File: src/rtl/lc3_fetch_prefetch.sv
// LC-3 fetch unit with a prefetch queue. Requests go out over a req/gnt channel and
// responses return in order. Each queued instruction carries its own address, and decode
// pops the head over a valid/ready handshake. A resolved BR/JSR/JMP flushes the queue,
// repoints the PC and discards the responses that are still in flight.
module lc3_fetch_prefetch #(
    parameter int unsigned ADDR_W   = 16,
    parameter int unsigned DATA_W   = 16,
    parameter int unsigned DEPTH    = 4,
    parameter logic [15:0] RESET_PC = 16'h3000
) (
    input  logic              clk,
    input  logic              rst,
    output logic              mem_req,
    output logic [ADDR_W-1:0] mem_addr,
    output logic              mem_we,
    input  logic              mem_gnt,
    input  logic              mem_rvalid,
    input  logic [DATA_W-1:0] mem_rdata,
    output logic              out_valid,
    output logic [DATA_W-1:0] out_inst,
    output logic [ADDR_W-1:0] out_pc,
    input  logic              out_ready,
    input  logic              redirect_valid,
    input  logic [3:0]        opCode_in,
    input  logic [10:0]       offset_in,
    input  logic [ADDR_W-1:0] reg_in,
    input  logic [ADDR_W-1:0] redirect_pc,
    input  logic [2:0]        br_nzp,
    input  logic [2:0]        result_nzp,
    output logic              redirect_taken,
    output logic [ADDR_W-1:0] pc
);

    localparam int unsigned PtrW = $clog2(DEPTH);
    localparam int unsigned CntW = PtrW + 1;
    localparam logic [ADDR_W-1:0] ResetPc = ADDR_W'(RESET_PC);
    localparam logic [CntW:0] DepthW = (CntW + 1)'(DEPTH);

    logic [ADDR_W-1:0] pc_q, resp_pc_q;
    logic [CntW-1:0]   count_q, count_d, outst_q, outst_d, drop_q, drop_d;
    logic [PtrW-1:0]   rd_ptr_q, wr_ptr_q;
    logic              redirect_taken_q;
    logic [DATA_W-1:0] inst_mem_q [DEPTH];
    logic [ADDR_W-1:0] pc_mem_q [DEPTH];

    logic              taken;
    logic [ADDR_W-1:0] target;
    logic              room, issue, rsp, drop, push, pop, head_valid;

    // Decode the resolved control-flow instruction into taken/target.
    always_comb begin
        taken  = 1'b0;
        target = reg_in;
        if (redirect_valid) begin
            case (opCode_in)
                4'b0000: begin
                    taken  = |(br_nzp & result_nzp);
                    target = redirect_pc + {{(ADDR_W-9){offset_in[8]}}, offset_in[8:0]};
                end
                4'b0100: begin
                    taken  = 1'b1;
                    target = redirect_pc + {{(ADDR_W-11){offset_in[10]}}, offset_in};
                end
                4'b1100: begin
                    taken  = 1'b1;
                    target = reg_in;
                end
                default: begin
                    taken  = 1'b0;
                    target = reg_in;
                end
            endcase
        end
    end

    // Handshake qualifiers and next-state counters.
    always_comb begin
        // Queued plus in-flight never exceeds DEPTH, so a push can never overflow.
        room       = ({1'b0, count_q} + {1'b0, outst_q}) < DepthW;
        mem_req    = !rst && room && !taken;
        issue      = mem_req && mem_gnt;
        rsp        = mem_rvalid && (outst_q != '0);
        drop       = rsp && (drop_q != '0);
        push       = rsp && !drop && !taken;
        head_valid = (count_q != '0);
        pop        = head_valid && out_ready && !taken;
        outst_d    = outst_q + CntW'(issue) - CntW'(rsp);
        count_d    = taken ? '0 : count_q + CntW'(push) - CntW'(pop);
        // A response arriving alongside the redirect is already discarded via push=0.
        drop_d     = taken ? outst_q - CntW'(rsp) : drop_q - CntW'(drop);
    end

    // Control state: PCs, occupancy, pointers and the redirect pulse.
    always_ff @(posedge clk) begin
        if (rst) begin
            pc_q             <= ResetPc;
            resp_pc_q        <= ResetPc;
            count_q          <= '0;
            outst_q          <= '0;
            drop_q           <= '0;
            rd_ptr_q         <= '0;
            wr_ptr_q         <= '0;
            redirect_taken_q <= 1'b0;
        end else begin
            count_q          <= count_d;
            outst_q          <= outst_d;
            drop_q           <= drop_d;
            redirect_taken_q <= taken;
            if (taken) begin
                pc_q      <= target;
                resp_pc_q <= target;
                rd_ptr_q  <= '0;
                wr_ptr_q  <= '0;
            end else begin
                if (issue) pc_q <= pc_q + 1'b1;
                if (push) begin
                    resp_pc_q <= resp_pc_q + 1'b1;
                    wr_ptr_q  <= wr_ptr_q + 1'b1;
                end
                if (pop) rd_ptr_q <= rd_ptr_q + 1'b1;
            end
        end
    end

    // Queue storage. It needs no reset because occupancy alone qualifies it.
    always_ff @(posedge clk) begin
        if (push) begin
            inst_mem_q[wr_ptr_q] <= mem_rdata;
            pc_mem_q[wr_ptr_q]   <= resp_pc_q;
        end
    end

    // Output drive. The head is gated to zero while reset is held.
    always_comb begin
        mem_addr       = pc_q;
        mem_we         = 1'b0;
        pc             = pc_q;
        redirect_taken = redirect_taken_q;
        out_valid      = !rst && head_valid;
        out_inst       = rst ? '0 : inst_mem_q[rd_ptr_q];
        out_pc         = rst ? '0 : pc_mem_q[rd_ptr_q];
    end

endmodule

File: config.mk
export PLATFORM = sky130hd
export DESIGN_NAME = lc3_fetch_prefetch
export DESIGN_NICKNAME = d
export VERILOG_FILES = /design/src/rtl/lc3_fetch_prefetch.sv
export SDC_FILE = /design/constraint.sdc
export NUM_CORES = 1
export LEC_CHECK = 0
export BUFFER_PORTS_ARGS = -buffer_cell sky130_fd_sc_hd__buf_2
export CAP_MARGIN = 20
export CORE_ASPECT_RATIO = 0.9
export CORE_UTILIZATION = 45
export CTS_CLUSTER_DIAMETER = 30
export DETAILED_ROUTE_END_ITERATION = 10
export PLACE_DENSITY = 0.76
export SKIP_LAST_GASP = 1
export SYNTH_ARGS = -nofsm -noshare
export SYNTH_HDL_FRONTEND = slang
export SYNTH_SLANG_ARGS = --single-unit
File: constraint.sdc
create_clock -name clk -period 2.89 [get_ports clk]
set_clock_uncertainty 0.2 [all_clocks]
set_input_delay 0.289 -clock clk [delete_from_list [all_inputs] [get_ports clk]]
set_output_delay 0.289 -clock clk [all_outputs]
set_load 0.005 [all_outputs]
[After elaboration in Yosys (flattened, before gate mapping)]
Memories as Yosys holds them, arrays and structs flattened. A register that Yosys moved wholly into a read port is not among the register bits.
Cells that the tools add are included.
Storage, ports and cells
  latch bits: 0
  register bits after elaboration: 46
  logic and storage cells: 66
  RAM bits: 128
  output and inout port bits: 68
  memory bits (read-only): 0
  bits of input ports: 75
  memories kept: 2
Operators by class
  shift-type cells: 0
  $mul: 0
  muxes and demuxes: 17
  magnitude comparators: 1
  reduce and logical (&&, ||, !) cells: 22
  divide/modulo/power cells: 0
  $add $sub $neg: 13
  bitwise logic cells: 1
  equal/unequal tests: 2
Memory list
  inst_mem_q: depth 4, width 16, rd ports 1, clocked after Yosys merged registers in 1, wr ports 1, RTL line 43  | logic [DATA_W-1:0] inst_mem_q [DEPTH];
  pc_mem_q: depth 4, width 16, rd ports 1, clocked after Yosys merged registers in 1, wr ports 1, RTL line 44  | logic [ADDR_W-1:0] pc_mem_q [DEPTH];
Operators by type and width (number)
  $mux 16: 7
  $add 16x1->16 const B: 2
  $add 16x16->16: 2
  $pmux 16 s2: 1
  $sub 3x1->3: 4
  $logic_and 1x1->1: 10
  $reduce_bool 3->1: 3
  $mux 2: 4
  $add 3x1->3: 2
  $add 2x1->2 const B: 2
  $add 3x3->4: 1
  $eq 4x3->1 const B: 1
  $eq 4x4->1 const B: 1
  $logic_not 4->1: 1
  $lt 4x3->1 const B: 1
  $reduce_bool 2->1: 2
  $reduce_or 2->1: 2
  $and 3x3->3: 1
  $logic_not 1->1: 3
  $mux 1: 3
  $mux 3: 1
  $reduce_or 3->1: 1
  $pmux 1 s2: 1

[Logic depth before layout (Yosys ltp)]
  word-level depth: 9
  gate-level depth with buffers: 14
  gate-level depth less buffers: 12

[Worst setup path after synthesis]
No wires, ideal clock.
  path type: register to register
  from: register outst_q[2]
  to: register outst_q[2]
  data arrival time: 2.825 ns
  cell stages (with the launch flop): 15
  setup time: 0.128 ns
  slack: -0.263 ns
  buffers on the path: 2
  path through: dfxtp_1 -> ha_1 -> nor3_1 -> and4_1 -> clkbuf_1 -> buf_1 -> nand2_1 -> ha_1 -> inv_1 -> ha_1 -> inv_1 -> fa_1 -> xnor2_1 -> xnor2_1 -> nor2_1
On the way
  word-level cells in the longest chain between the ends: 7
  elaborated cells on any way between the ends: 9
Ends and longest elaborated chain
  from (decl): RTL line 40  | logic [CntW-1:0] count_q, count_d, outst_q, outst_d, drop_q, drop_d;
  from (signal assigned): RTL line 106  | outst_q <= outst_d;
  $add 3x3->4: RTL line 79  | room = ({1'b0, count_q} + {1'b0, outst_q}) < DepthW;
  $lt 4x3->1: RTL line 79
  $logic_and 1x1->1 (2 in series): RTL line 80  | mem_req = !rst && room && !taken;
  $logic_and 1x1->1: RTL line 81  | issue = mem_req && mem_gnt;
  $add 3x1->3: RTL line 87  | outst_d = outst_q + CntW'(issue) - CntW'(rsp);
  $sub 3x1->3 (*): RTL line 87
Every way passes the cells marked *; elsewhere a longest branch is shown, timed or not.
A chain may end at the register's enable or synchronous reset.

[Worst setup path in the final report]
  from: register count_q[2]
  to: register outst_q[2]
On the way
  word-level cells in the longest chain between the ends: 7
Ends and longest elaborated chain
  from (decl): RTL line 40
  from (signal assigned): RTL line 105  | count_q <= count_d;
  $add 3x3->4: RTL line 79
  $lt 4x3->1: RTL line 79
  $logic_and 1x1->1 (2 in series): RTL line 80
  $logic_and 1x1->1: RTL line 81
  $add 3x1->3: RTL line 87
  $sub 3x1->3: RTL line 87
Every way passes these cells.

==> metrics.md <==
| Metric | Value |
|---|---|
| Routed WL | 19400 um |
| Source of the worst hold timing path | reg_in[14] |
| First DRT Iteration DRCs | 415 |
| CP max stage cell | fa_2 |
| PD cells | 695 nW/um^2 |
| # diodes | 0 |
| Delay-heaviest family, CP | adder cells |
| Crit path max fanout | 3 |
| Die height | 133 um |
| Routability cong. | 0.881 |
| Reg-to-Reg End | outst_q[2] |
| Overall global routing resource usage | 0.202 |
| Crit Path Category | flip-flop to flip-flop |
| RSZ-0062 raised after global routing | no |
| YS warnings | 0 |
| Starting density of the core | 0.463 |
| Mapped Cells | 686 |
| FF-to-FF Start | count_q[2] |
| Worst skew pair latency | 0.43 ns |
| WL/cell | 17.4 um |
| CTS tree | yes |
| R2R setup slack | 0.15 ns |
| Worst EP required | 3.00 ns |
| Die X | 148 um |
| Register area share after synthesis | 0.558 |
| Largest family of logic cells by synthesized area | simple AND/OR/NAND/NOR gates |
| Ys flop type | edfxtp_1 |
| Finish-stage setup viols | 0 |
| Final instance area | 10600 um^2 |
| Residual DRC | 0 |
| Area Overhead vs Synth | 22.9% |
| Mux share of post-synthesis cell area | 0.0910 |
| Core Box Area | 18600 um^2 |
| Vias per cell | 5.50 |
| Initial antenna violation count | 0 |
| Detail Route Antenna Nets | 0 |
| Port-buffer cells | 141 |
| Fin cells | 1113 |
| Leakage | 4.08 nW |
| Number of global-route vias before repair | 6069 |
| DRT Pass-1 Iters | 5 |
| GR Overflow Total | 0 |
| Syn Area/Cell | 12.5 um^2 |
| Largest net degree at the start of global routing | 49 |
| Seq cells post-synth | 176 |
| Buf/Inv on CP | 2 |
| Achievable Freq | 366 MHz |
| Final net count | 967 |
| Core Util, Final | 0.569 |
| Detail Placement HPWL | 13100 um |
| Hold slack | 0.0495 ns |
| Type of origin of the critical path | flip-flop |
| Share of cells above drive strength 1 | 0.308 |
| Tcrit/Tclk final | 0.947 |
| Clk root buf | clkbuf_16 |
| Leading post-synthesis cells by cell area | edfxtp_1, dfxtp_1, mux4_2 |
| Yosys top cell area share | 0.447 |
| Outcome | finished, final reports clean |
| Crit. End Element | flip-flop |
| Die ar. | 19700 um^2 |
| Post-Synth XOR/XNOR Area | 0.0305 |
| # clock sinks | 176 |
| Final min period | 2.74 ns |
| Boundary Pins | 143 |
| Syn Nets | 798 |
| Cells after DPL | 1065 |
| Htree depth | 4 |
| MaxCap Viol Count | 0 |
| Post-synth EDFFs | 128 |
| Slew Limit Headroom | 0.609 |
| Setup bufs post-CTS | 0 |
| Post-Synthesis Cell Area | 8600 um^2 |
| Clock Tree Buf Depth | 2 |
| Reg2reg path depth | 12 |
| Area after DPL | 9780 um^2 |
| Post-synthesis simple-gate area fraction | 0.124 |
| Final setup TNS | 0 ns |
| Num CTS Buffers | 17 |
| Synth Area in Compound Gates | 0.102 |
| Global-route wire length before repair | 30700 um |
| CP arrival | 2.84 ns |
| Hold crit path type | input pin to flip-flop |
| Crit-path max cell delay | 0.36 ns |
| VDD IR max | 0.478 mV |
| Post-synth cell types | 60 |
| Adder-cell share of the synthesized area | 0.0564 |
| Yosys top cell by area | edfxtp_1 |
| Slew Limit Fails | 0 |
| Clock-pin slew on the worst setup and hold paths | 0.07 ns |
| Core Rows | 47 |
| Worst hold path endpoint | mem_addr[14] |
| Pin slew with the least headroom to its limit | 0.577 ns |
| DR vias | 6118 |
| Hold Fails Final Rpt | 0 |
| Hold Path Stages | 4 |
| Asr flop ratio synth | 0 |
| Worst-path cell chain | ha_1 > nor3_2 > and4_1 > nand2_4 > ha_4 > inv_2 > ha_4 > inv_2 > fa_2 > xnor2_2 > xnor2_1 > nor2_1 |
[tightest hold or removal path: stages]
cell and delay (ns):
buf_2 0.07, nand2_1 0.07, o221ai_1 0.08, o211a_1 0.14
[registers in the layout (all words and copies together), names as in the netlist, 3 cells and up, named ones only]
name	cells
count_q	3
inst_mem_q	64
pc_mem_q	64
resp_pc_q	16
drop_q	3
mem_addr	16
outst_q	3
[worst max-delay path by stage]
stage | start | endpoint | depth (start not counted)
2_1_floorplan | result_nzp[0] | outst_q[2] | 14
3_3_place_gp | opCode_in[1] | resp_pc_q[14] | 11
3_5_place_dp | opCode_in[1] | resp_pc_q[14] | 11
4_1_cts | count_q[2] | outst_q[2] | 12
5_1_grt | count_q[2] | outst_q[2] | 12
6_report | count_q[2] | outst_q[2] | 12
[cells by family after synthesis]
kind of cell	after synthesis
DFF	176
xor gates and xnor gates	30
and+or+nand+nor	212
other	1
adders and majority gates	37
muxes	38
buffers and inverters	66
AOI/OAI and AO/OA	126
[final cells by class]
| type | instances | area, um^2 |
|---|---|---|
| Tap cell | 245 | 307 |
| Inverter | 21 | 78.8 |
| Fill cell | 1511 | 8010 |
| Sequential cell | 176 | 4810 |
| Clock buffer | 20 | 437 |
| Timing Repair Buffer | 195 | 1210 |
| Clock inverter | 12 | 184 |
| Multi-Input combinational cell | 444 | 3550 |
[repair_timing]
item                                    4_1_cts  5_1_grt
hold buffers                                 16        0
endpoints found under the setup margin        0        1
endpoints found under the hold margin        64        0
gates resized for setup                       0        1
[power breakdown]
group	switching [mW]	total [mW]	internal, mW
clock network	0.931	2.39	1.45
logic	0.889	1.83	0.938
registers	0.149	3.14	2.99
[routing by layer]
layer	vias up	wire (um)	part of all wire	track usage
li1	2912	-	-	-
met1	2935	8480	0.44	0.262
met2	243	9270	0.48	0.335
met3	28	1250	0.064	0.0401
met4	0	411	0.021	0.0796
met5	-	0	0	0
[Yosys cell counts, types with 6 or more instances]
library cell / n
edfxtp_1: 128
dfxtp_1: 48
nor2_1: 48
nand2_1: 46
and2_1: 36
ha_1: 34
mux4_2: 32
a21oi_1: 29
o21ai_0: 22
inv_1: 21
clkbuf_1: 18
xnor2_1: 18
buf_4: 17
nor3_1: 17
and3_1: 16
nand3_1: 15
xor2_1: 12
a31oi_1: 11
a21boi_0: 8
buf_2: 8
nor2b_1: 8
nand4_1: 7
nand2b_1: 6
o31ai_1: 6
[through the flow]
step / power, mW / setup slack, ns
finish: 7.35 / 0.154
global route: 7.73 / 0.0487
CTS: 7.42 / 0.134
detailed placement: 5.02 / -0.211
global placement: 4.96 / -0.165
floorplan: 4.42 / -0.0277
[cell usage in the layout, fill, tap and decap left out, types with 5 or more instances in the layout]
cell type      Yosys  final
inv_1             21     19
buf_4             17     33
edfxtp_1         128    128
o21ai_0           22     22
a21boi_0           8      8
nor2b_1            8      8
dfxtp_1           48     47
ha_1              34     32
nand2_1           46     45
a31oi_1           11     11
buf_2              8    141
nand2b_1           6      6
xnor2_1           18     17
a21oi_1           29     29
nor2_1            48     48
mux4_2            32     32
clkbuf_16          0     17
dlygate4sd3_1      0     16
and3_1            16     16
o31ai_1            6      6
nand3_1           15     15
xor2_1            12     12
and2_1            36     36
nand4_1            7      7
nor3_1            17     16
buf_12             0      5
No activity file was read; power rests on OpenSTA's default activity.
